<file path="src/rtl/gh_pkg.sv">
// Shared game-controller definitions: lane FSM states and default sizing.
package gh_pkg;

    typedef enum logic {
        LANE_IDLE,
        LANE_ARMED
    } lane_state_t;

    localparam int DEF_LANES   = 4;
    localparam int DEF_WIN_CYC = 8;
    localparam int DEF_CW      = 8;

    // Width of a down-counter that must hold WIN_CYC-1 (WIN_CYC >= 2).
    function automatic int cnt_width(input int win);
        return (win <= 2) ? 1 : $clog2(win);
    endfunction

endpackage

</file>
<file path="src/rtl/lane_judge.sv">
// One note lane: fret edge detect, IDLE/ARMED judge FSM and hit-window counter.
// hit/miss are combinational strobes for the current cycle; the top registers them.
module lane_judge
    import gh_pkg::*;
#(
    parameter int WIN_CYC    = DEF_WIN_CYC,
    parameter bit GHOST_MISS = 1'b1
) (
    input  logic clk,
    input  logic rst,
    input  logic pause,
    input  logic beg,
    input  logic note_arrive,
    input  logic btn,
    output logic hit,
    output logic miss
);

    localparam int CNT_W = cnt_width(WIN_CYC);
    localparam logic [CNT_W-1:0] CNT_LOAD = CNT_W'(WIN_CYC - 1);

    lane_state_t      state_q, state_d;
    logic [CNT_W-1:0] cnt_q, cnt_d;
    logic             btn_q, btn_d;
    logic             press;

    // Next state, window count and judge strobes; pause holds everything.
    always_comb begin
        btn_d   = btn;              // tracks even while paused, so paused edges are lost
        press   = btn & ~btn_q;
        state_d = state_q;
        cnt_d   = cnt_q;
        hit     = 1'b0;
        miss    = 1'b0;
        if (!pause) begin
            if (!beg) begin
                state_d = LANE_IDLE;
                cnt_d   = '0;
            end else begin
                case (state_q)
                    LANE_IDLE: begin
                        if (note_arrive) begin
                            // a press on the arrival cycle itself is an immediate hit
                            if (press) begin
                                hit = 1'b1;
                            end else begin
                                state_d = LANE_ARMED;
                                cnt_d   = CNT_LOAD;
                            end
                        end else if (press && GHOST_MISS) begin
                            miss = 1'b1;
                        end
                    end
                    LANE_ARMED: begin
                        // the pending note is always judged before a new arrival re-arms
                        if (press)
                            hit = 1'b1;
                        else if (cnt_q == '0 || note_arrive)
                            miss = 1'b1;
                        if (note_arrive) begin
                            state_d = LANE_ARMED;
                            cnt_d   = CNT_LOAD;
                        end else if (press || cnt_q == '0) begin
                            state_d = LANE_IDLE;
                            cnt_d   = '0;
                        end else begin
                            cnt_d = cnt_q - 1'b1;
                        end
                    end
                    default: begin
                        state_d = LANE_IDLE;
                        cnt_d   = '0;
                    end
                endcase
            end
        end
    end

    // Lane state registers.
    always_ff @(posedge clk or posedge rst) begin
        if (rst) begin
            state_q <= LANE_IDLE;
            cnt_q   <= '0;
            btn_q   <= 1'b0;
        end else begin
            state_q <= state_d;
            cnt_q   <= cnt_d;
            btn_q   <= btn_d;
        end
    end

endmodule

</file>
<file path="src/rtl/note_hit_judge.sv">
// Per-lane hit/miss judging with registered comp/miss pulses and a saturating combo.
module note_hit_judge
    import gh_pkg::*;
#(
    parameter int LANES      = DEF_LANES,
    parameter int WIN_CYC    = DEF_WIN_CYC,
    parameter int CW         = DEF_CW,
    parameter bit GHOST_MISS = 1'b1
) (
    input  logic             clk,
    input  logic             rst,
    input  logic             pause,
    input  logic             beg,
    input  logic [LANES-1:0] note_arrive,
    input  logic [LANES-1:0] btn,
    output logic             comp,
    output logic             miss,
    output logic [LANES-1:0] hit_lane,
    output logic [CW-1:0]    combo
);

    localparam int PC_W  = $clog2(LANES + 1);
    localparam int SUM_W = CW + PC_W;

    logic [LANES-1:0] hit_vec, miss_vec;
    logic [PC_W-1:0]  hit_cnt;
    logic [SUM_W-1:0] combo_sum;

    logic             comp_q, comp_d;
    logic             miss_q, miss_d;
    logic [LANES-1:0] hit_lane_q, hit_lane_d;
    logic [CW-1:0]    combo_q, combo_d;

    for (genvar i = 0; i < LANES; i++) begin : g_lane
        lane_judge #(
            .WIN_CYC    (WIN_CYC),
            .GHOST_MISS (GHOST_MISS)
        ) u_lane (
            .clk         (clk),
            .rst         (rst),
            .pause       (pause),
            .beg         (beg),
            .note_arrive (note_arrive[i]),
            .btn         (btn[i]),
            .hit         (hit_vec[i]),
            .miss        (miss_vec[i])
        );
    end

    // Number of lanes hit this cycle.
    always_comb begin
        hit_cnt = '0;
        for (int i = 0; i < LANES; i++)
            hit_cnt = hit_cnt + PC_W'(hit_vec[i]);
    end

    // Output pulses and combo update; any miss clears combo and its hits are not counted.
    always_comb begin
        comp_d     = 1'b0;
        miss_d     = 1'b0;
        hit_lane_d = '0;
        combo_d    = combo_q;
        combo_sum  = SUM_W'(combo_q) + SUM_W'(hit_cnt);
        if (!pause) begin
            if (!beg) begin
                combo_d = '0;
            end else begin
                comp_d     = |hit_vec;
                miss_d     = |miss_vec;
                hit_lane_d = hit_vec;
                if (|miss_vec)
                    combo_d = '0;
                else if (combo_sum > SUM_W'({CW{1'b1}}))
                    combo_d = '1;
                else
                    combo_d = combo_sum[CW-1:0];
            end
        end
    end

    // Output registers.
    always_ff @(posedge clk or posedge rst) begin
        if (rst) begin
            comp_q     <= 1'b0;
            miss_q     <= 1'b0;
            hit_lane_q <= '0;
            combo_q    <= '0;
        end else begin
            comp_q     <= comp_d;
            miss_q     <= miss_d;
            hit_lane_q <= hit_lane_d;
            combo_q    <= combo_d;
        end
    end

    assign comp     = comp_q;
    assign miss     = miss_q;
    assign hit_lane = hit_lane_q;
    assign combo    = combo_q;

endmodule
</file>
<file path="config.mk">
export PLATFORM = sky130hd
export DESIGN_NAME = note_hit_judge
export DESIGN_NICKNAME = d
export VERILOG_FILES = /design/src/rtl/gh_pkg.sv /design/src/rtl/lane_judge.sv /design/src/rtl/note_hit_judge.sv
export SDC_FILE = /design/constraint.sdc
export NUM_CORES = 1
export LEC_CHECK = 0
export CAP_MARGIN = 20
export CORE_MARGIN = 2
export CORE_UTILIZATION = 35
export DETAILED_ROUTE_END_ITERATION = 16
export GPL_TIMING_DRIVEN = 0
export PLACE_DENSITY = 0.59
export SYNTH_ARGS = -nofsm -noshare
export SYNTH_HDL_FRONTEND = slang
export SYNTH_SLANG_ARGS = --single-unit
</file>
<file path="constraint.sdc">
create_clock -name clk -period 3.49 [get_ports clk]
set_clock_uncertainty 0.05 [all_clocks]
set_input_delay 0.8725 -clock clk [delete_from_list [all_inputs] [get_ports clk]]
set_output_delay 0.8725 -clock clk [all_outputs]
set_load 0.005 [all_outputs]
</file>
* After elaboration in Yosys (flattened, before gate mapping)
Cells that the tools add are included.
Word-level totals: flip-flop bits (word level) 34, bits of input ports 12, output and inout bits 14, word-level logic and storage cells 165
Operators by class: add/sub/neg operators 8, reduce and logical (&&, ||, !) cells 18, equality and inequality tests 8, bitwise gates (word level) 13, magnitude comparators 1, multiplexer cells 101
Operator list (count):
- $mux W1 | 60
- $mux W3 | 20
- $mux W8 | 3
- $ne A3 B3 Y1 const B | 8
- $pmux W1 S2 | 12
- $pmux W3 S2 | 4
- $logic_not A3 Y1 | 4
- $reduce_and A3 Y1 | 4
- $sub A3 B1 Y3 const B | 4
- $add A8 B3 Y9 | 1
- $gt A9 B8 Y1 const B | 1
- $not A1 Y1 | 9
- $logic_or A1 B1 Y1 | 8
- $mux W4 | 2
- $reduce_or A4 Y1 | 2
- $and A1 B1 Y1 | 4
- $add A2 B1 Y3 | 1
- $add A3 B1 Y3 | 1
- $add A1 B1 Y2 | 1

* Longest topological paths before layout
word-level depth 15, mapped depth 11, mapped depth without buffers 10

* Modules after synthesis
From an unflattened synthesis, not the netlist that was laid out.
Second synthesis, totals: cells, all modules 213, area, all modules 2073.2 µm²
By module, submodules not included:
- lane_judge | cells each 35, area each 327.8 µm², instances 4, seq. area each 125.1 µm²
- note_hit_judge | cells each 73, area each 762.0 µm², instances 1, seq. area each 350.3 µm²

* Least setup slack after synthesis
OpenSTA, ideal clock, no wires.
kind input -> register, from input port pause, to register combo_q[6] (netlist: combo[6]), data arrival time 3303 ps, data required time 3319 ps, cell stages on the path 11, library setup time 121 ps, setup slack 16 ps, buffers on the path 1, path through buf_4 -> nand2b_2 -> nor3_1 -> fa_1 -> inv_1 -> fa_1 -> inv_1 -> fa_1 -> nand4_1 -> mux2_2 -> a22o_1
On the way: cells in the longest elaborated chain, start to end 9, elaborated cells on any way between the ends 17, those cells by class add/sub (4); order compare (1); mux (11); reduce/logical (1)
Ends and longest elaborated chain:
- start: declaration | line note_hit_judge.sv:12 | input logic pause,
- $mux W1 | line lane_judge.sv:35 | if (!pause) begin
- $add A1 B1 Y2 | line note_hit_judge.sv:54 | hit_cnt = hit_cnt + PC_W'(hit_vec[i]);
- $add A2 B1 Y3 | line note_hit_judge.sv:54
- $add A3 B1 Y3 | line note_hit_judge.sv:54
- $add A8 B3 Y9 | line note_hit_judge.sv:63 | combo_sum = SUM_W'(combo_q) + SUM_W'(hit_cnt);
- $gt A9 B8 Y1 | line note_hit_judge.sv:73 | else if (combo_sum > SUM_W'({CW{1'b1}}))
- $mux W8 | line note_hit_judge.sv:73
- $mux W8 | line note_hit_judge.sv:71 | if (|miss_vec)
- $mux W8 | line note_hit_judge.sv:65 | if (!beg) begin
- end signal: assignment | line note_hit_judge.sv:92 | combo_q <= combo_d;
- end: declaration | line note_hit_judge.sv:32 | logic [CW-1:0] combo_q, combo_d;
Several ways; a longest one is shown, not always the timed one. A chain may end at the register's enable or synchronous reset.

* Worst setup path after layout
from input port btn[0], to register combo_q[6] (netlist: combo[6])
On the way: cells in the longest elaborated chain, start to end 14, elaborated cells on any way between the ends 20, those cells by class add/sub (4); order compare (1); mux (13); bitwise (1); reduce/logical (1)
Ends and longest elaborated chain:
- start: declaration | line note_hit_judge.sv:15 | input logic [LANES-1:0] btn,
- $and A1 B1 Y1 (*) | line lane_judge.sv:30 | press = btn & ~btn_q;
- $mux W1 | line lane_judge.sv:44, lane_judge.sv:50, lane_judge.sv:56
- $mux W1 | line lane_judge.sv:42 | if (note_arrive) begin
- $pmux W1 S2 | line lane_judge.sv:40 | case (state_q)
- $mux W1 | line lane_judge.sv:36 | if (!beg) begin
- $mux W1 | line lane_judge.sv:35
- $add A1 B1 Y2 | line note_hit_judge.sv:54
- $add A2 B1 Y3 | line note_hit_judge.sv:54
- $add A3 B1 Y3 | line note_hit_judge.sv:54
- $add A8 B3 Y9 | line note_hit_judge.sv:63
- $gt A9 B8 Y1 | line note_hit_judge.sv:73
- $mux W8 | line note_hit_judge.sv:73
- $mux W8 (*) | line note_hit_judge.sv:71
- $mux W8 (*) | line note_hit_judge.sv:65
Every way passes the cells marked *; elsewhere a longest branch is shown, timed or not.

==> impl_metrics.json <==
{
  "status": "completed",
  "worst_slew_pin_slew_ns": 0.595,
  "firstDrtPassIters": 4,
  "grt.total_usage_pct": 14.4,
  "synthFlopType": "dfrtp_1",
  "clkPwrFrac_pct": 30.9,
  "drv_cap": 0,
  "cts_root_buffer": "clkbuf_8",
  "hold_class": "reg2reg",
  "finish.utilization_pct": 45.6,
  "antenna_left": 0,
  "path_clk_slew_ns": 0.07,
  "grt_max_degree": 22,
  "avgSynthCellArea_um2": 9.40,
  "synth_area_leaders": "dfrtp_1, a22o_1, o21ai_0",
  "slowest_delay_ns": 0.55,
  "worstPathRequired_ns": 3.62,
  "die_area_mm2": 0.00631,
  "critPathArrivalTime_ns": 3.48,
  "rsz0062_at_grt": "no",
  "cell_internal_pwr_uw": 695,
  "layout_min_cycle_time_ns": 3.35,
  "cp_slowest_cell": "clkdlybuf4s50_1",
  "portBuffers": 24,
  "ys_warn_count": 0,
  "total_switching_power_uw": 310,
  "wl_per_cell_um": 13.2,
  "fin_crit_sh_pct": 95.9,
  "drv_slew": 0,
  "grt_pass1_vias": 1519,
  "place_hpwl_mm": 2.98,
  "gr-total-overflow": 0,
  "synth_fp_nets": 236,
  "switching_share_pct": 30.8,
  "grt_pass1_wl_mm": 7.05,
  "drive_gt1_share_pct": 11.0,
  "timing.fmax_ghz": 0.299,
  "r2r_start": "g_lane[0].u_lane.state_q",
  "netlist_area_mm2": 0.00199,
  "yosysTopAreaCell": "dfrtp_1",
  "setup_viol": 0,
  "design_area_mm2": 0.00251,
  "ys_ff_latch": 34,
  "wl_mm": 4.18,
  "synth_cell_type_count": 42,
  "dpl-instance-area_mm2": 0.00235,
  "initial_core_util_pct": 36.2,
  "cts_buffers": 5,
  "startpoint": "btn[0]",
  "cp_cell_sequence": "clkdlybuf4s50_1, nand2b_4, nor3_4, fa_1, inv_1, fa_1, inv_1, fa_2, nand4_1, mux2_2, a22o_1",
  "drcViolationCount": 0,
  "antenna_found_initial": 0,
  "gp_congestion": 0.822,
  "synth_common_cells": "dfrtp_1, o21ai_0, nand2_1, inv_1, nor2_1",
  "clock-sinks": 34,
  "slew_headroom_pct": 60.3,
  "start_kind": "primary input",
  "final.setup.tns_ns": 0,
  "h-tree-depth": 2,
  "peakVddDrop_uv": 176,
  "ys_seq_area_share_pct": 42.7,
  "clock_latency_ns": 0.29,
  "crit_type": "in2reg",
  "cts_post_setup_buffers_inserted": 0,
  "fill_cells": 519,
  "hold_viol": 0,
  "design.core.area_mm2": 0.00551,
  "comb_power_share_pct": 23.4,
  "antenna_cells": 0,
  "synth_edf_count": 0,
  "power.density_mw_per_mm2": 400,
  "end_kind": "flip-flop",
  "seqPwrFrac_pct": 45.7,
  "async_reset_ff_share_pct": 100,
  "die_h_um": 79.5,
  "nets": 268,
  "synth_cells": 212,
  "synth_most_common_cell": "dfrtp_1",
  "cts_tree": "built",
  "viasPerCell": 4.98,
  "row_count": 27,
  "dr_total_vias": 1578,
  "syn2layout_area_growth_pct": 26.1,
  "io_pins": 26,
  "p_leak_nw": 1.13,
  "drtIter0Drc": 71,
  "fp.dieW_um": 79.5,
  "whs_ns": 0.462,
  "worstPathMaxFanout": 7,
  "hp-start": "g_lane[0].u_lane.cnt_q[1]",
  "clock_path_buffers": 2,
  "synth_top_cell_area_share_pct": 42.7
}
flip-flops by register name, indices dropped and copies added, names as in the netlist:
register,count
g_lane.u_lane.cnt_q,12
combo,8
g_lane.u_lane.btn_q,4
g_lane.u_lane.state_q,4
hit_lane,4
comp,1
miss,1
metal layers:
metal | up-vias | global-route usage, % | share of wire [%]
met3 | 5 | 3.73 | 4.2
li1 | 815 | - | -
met4 | 0 | 5.69 | 1.2
met1 | 726 | 19.5 | 49
met2 | 32 | 21.8 | 45
met5 | - | 0 | 0
cells by family after synthesis:
group           share of synthesized area [%]
fa+ha+maj                                8.66
xor+xnor                                0.440
flops                                    42.7
compound gates                           21.3
mux                                     0.565
simple gates                             22.0
buf+inv                                  4.33
cell type report:
class | instances | area, um2 | share of cell area (%)
Inverter | 16 | 60.1 | 2.39
Sequential cell | 34 | 851 | 33.8
Clock buffer | 6 | 82.6 | 3.29
Timing Repair Buffer | 25 | 278 | 11.1
Clock inverter | 2 | 12.5 | 0.498
Multi-Input combinational cell | 157 | 1110 | 44.3
Tap cell | 72 | 90.1 | 3.58
Buffer | 5 | 26.3 | 1.05
power groups by stage:
| stage | combinational, mW | sequential [mW] | clock [mW] |
|---|---|---|---|
| 2_1_floorplan | 0.164 | 0.459 | 0 |
| 3_3_place_gp | 0.223 | 0.464 | 0 |
| 3_5_place_dp | 0.228 | 0.463 | 0 |
| 4_1_cts | 0.231 | 0.457 | 0.322 |
| 5_1_grt | 0.271 | 0.465 | 0.345 |
| 6_report | 0.235 | 0.459 | 0.311 |
critical path: cells and delay by family:
kind,cells,cell delay (ns)
simple gates,3,0.36
mux,1,0.33
compound gates,1,0.19
fa+ha+maj,3,1.03
buf+inv,3,0.70
worst paths after layout:
path	to	slack [ns]	cells past startpoint
max	combo[6]	0.14	11
min in group asynchronous	g_lane[1].u_lane.cnt_q[2]	0.89	2
min reg2reg	g_lane[0].u_lane.cnt_q[1]	0.46	1
max reg2reg	combo[6]	0.70	10
min	g_lane[0].u_lane.cnt_q[1]	0.46	1
max in group asynchronous	g_lane[3].u_lane.cnt_q[1]	1.98	3
placed cells by master (no fill, tap or decap), types with 3 or more instances in the layout:
cell	n
dfrtp_1	34
o21ai_0	24
clkdlybuf4s50_1	20
nand2_1	18
inv_1	16
nor2_1	14
a22o_1	14
ha_1	9
nor2b_1	8
nand2b_1	7
nand3_1	7
clkbuf_8	6
o211ai_1	5
nor3_1	4
dlymetal6s2s_1	4
and2b_1	3
nand2b_4	3
nor3_4	3
clkbuf_1	3
a21oi_1	3
a21o_1	3
nor4_1	3
timing repair:
action | 4_1_cts | 5_1_grt
gates cloned | 0 | 0
resized for setup | 4 | 12
setup endpoints to repair | 6 | 4
pin swaps | 2 | 1
hold buffers | 0 | 0
metrics by stage:
step           setup slack, ns  std cells  power (mW)
4_1_cts                0.00526        317        1.01
5_1_grt                 0.0159        317        1.08
6_report                 0.143        317        1.00
2_1_floorplan           0.0159        212       0.623
3_5_place_dp            -0.523        309       0.691
3_3_place_gp            -0.508        308       0.688
No activity file was read; power rests on OpenSTA's default activity.
==> edit: new RTL, same settings <==
`GHOST_MISS` is set to 1'b1 in 2 places; all go to 1'b0.
--- a/src/rtl/lane_judge.sv
+++ b/src/rtl/lane_judge.sv
@@ -4,7 +4,7 @@
     import gh_pkg::*;
 #(
     parameter int WIN_CYC    = DEF_WIN_CYC,
-    parameter bit GHOST_MISS = 1'b1
+    parameter bit GHOST_MISS = 1'b0
 ) (
     input  logic clk,
     input  logic rst,
--- a/src/rtl/note_hit_judge.sv
+++ b/src/rtl/note_hit_judge.sv
@@ -5,7 +5,7 @@
     parameter int LANES      = DEF_LANES,
     parameter int WIN_CYC    = DEF_WIN_CYC,
     parameter int CW         = DEF_CW,
-    parameter bit GHOST_MISS = 1'b1
+    parameter bit GHOST_MISS = 1'b0
 ) (
     input  logic             clk,
     input  logic             rst,
Behaviour: not the same (a bounded check fails within 4 cycles, from zero or initial values and one cycle with rst high).
==> edit against the original RTL <==
  * Worst setup slack better by 0.023 ns
  * Total power is 3.5% lower
  * Routed wire length is 0.36% higher
  * Design area is 0.55% higher
  * Sequential cell count stayed put
  * Maximum frequency is 0.69% higher
  * Global-route usage is 0.23 points higher
  * Area after synthesis is 0.94% lower
  * Critical path type unchanged
  * Largest cell class unchanged
==> edit: results <==
[layout]
largest_reg_flops = 12
nFillCells = 545
drive_gt1_share_pct = 19.1
diodes = 0
finalNetCount = 269

[hold_path]
hold_path_end = g_lane[2].u_lane.cnt_q[1]$_DFFE_PP0P_
hold-path-cell-count = 1
min_from = g_lane[2].u_lane.cnt_q[1]$_DFFE_PP0P_
hold_class = flop to flop

[cts]
clk_path_buf_depth = 2
numCtsBuffers = 5
cts-root-buf = clkbuf_8
clk_pin_slew_ns = 0.07

[place]
dp_hpwl_um = 3050
io_buffer_count = 24
place_inst = 305
dp_slack_ns = -0.765
place_congestion = 0.806

[setup_path]
cp_max_fo = 4
r2r_setup_slack_ns = 0.75
rr_endpoint = combo[3]$_DFFE_PP0N_
r2r_cells = 12
critPathArrivalTime_ns = 3.48
r2r-start = g_lane[2].u_lane.state_q$_DFFE_PP0N_

[synth]
synthTopCellsByCount = dfrtp_1, nand2_1, o21ai_0, nor2_1
synth_warnings = 0
synth_cell_type_count = 34
synthCells = 208
synth_flop_cell = dfrtp_1
ys_seq_area_share_pct = 43.1
syn-num-nets = 232
synthTopCellsByArea = dfrtp_1, a22o_1, ha_1
synthArstFlopShare_pct = 100

[timing]
max_slew_margin_pct = 51.5
fin_hold_ws_ns = 0.461

[status]
outcome = finished, final reports clean

[route]
routed-via-count = 1574
via_per_inst = 4.95
avgRoutedWirePerCell_um = 13.2
dr.first_iter.drc_count = 60

[grt]
grt_pass1_wl_um = 6990
grt_max_degree = 19
track_usage_pct = 14.6
antenna_found_initial = 0
grt_pass1_vias = 1493

[power]
peakVddDrop_uv = 188
leakagePower_nw = 1.18
## edit: worst max-delay path by stage
stage	startpoint	endpoint	slack (ns)	depth (start not counted)
2_1_floorplan	beg	combo[3]$_DFFE_PP0N_	0.11	13
3_3_place_gp	pause	combo[3]$_DFFE_PP0N_	-0.68	14
3_5_place_dp	pause	combo[3]$_DFFE_PP0N_	-0.76	14
4_1_cts	btn[2]	combo[3]$_DFFE_PP0N_	0.02	14
5_1_grt	btn[0]	combo[3]$_DFFE_PP0N_	0.007	13
6_report	btn[0]	combo[3]$_DFFE_PP0N_	0.17	13
## edit: cell families after synthesis
group                      share of synthesized area, %
adders and majority gates                          8.75
AOI/OAI and AO/OA                                  22.9
and+or+nand+nor                                    21.4
DFF                                                43.1
buffers and inverters                              3.93
## edit: stage by stage
stage                     area, sq um  TNS (ns)
after floorplan                  1970         0
after global placement           2300     -4.37
after detailed placement         2330     -4.92
after CTS                        2470         0
after global routing             2530         0
final                            2530         0
## edit: per-layer routing
layer	routed length (um)	up-vias	global-route usage, %	part of all wire, %
met5	0	-	0	0
met4	66	0	6.21	1.6
met3	148	4	3.18	3.5
met2	1880	26	21.6	45
met1	2100	751	20.7	50
li1	-	793	-	-
## edit: power by group
group | switching, mW | internal [mW]
clock network | 0.145 | 0.159
registers | 0.0248 | 0.426
logic | 0.115 | 0.0992
## edit: final cells by class
cell class | instances | area, sq um | area share [%]
Multi-Input combinational cell | 155 | 1110 | 43.8
Clock inverter | 1 | 5.00 | 0.198
Inverter | 16 | 60.1 | 2.38
Sequential cell | 34 | 851 | 33.7
Timing Repair Buffer | 30 | 312 | 12.3
Clock buffer | 7 | 86.3 | 3.42
Buffer | 3 | 17.5 | 0.693
Tap cell | 72 | 90.1 | 3.56
## edit: worst max-delay path: stages
cell	delay [ns]
clkdlybuf4s50_1	0.48
nand2b_4	0.14
nor3_4	0.05
fa_1	0.50
inv_1	0.06
fa_2	0.39
inv_1	0.09
fa_2	0.25
nand2_4	0.08
nor2_4	0.11
nand2_2	0.10
nor3b_2	0.18
a211oi_2	0.18
## edit: timing repair
action | in CTS | in global routing
pin swaps | 2 | 4
endpoints found under the setup margin | 8 | 8
resized for setup | 11 | 10
buffers inserted | 2 | 3
gates cloned | 0 | 0
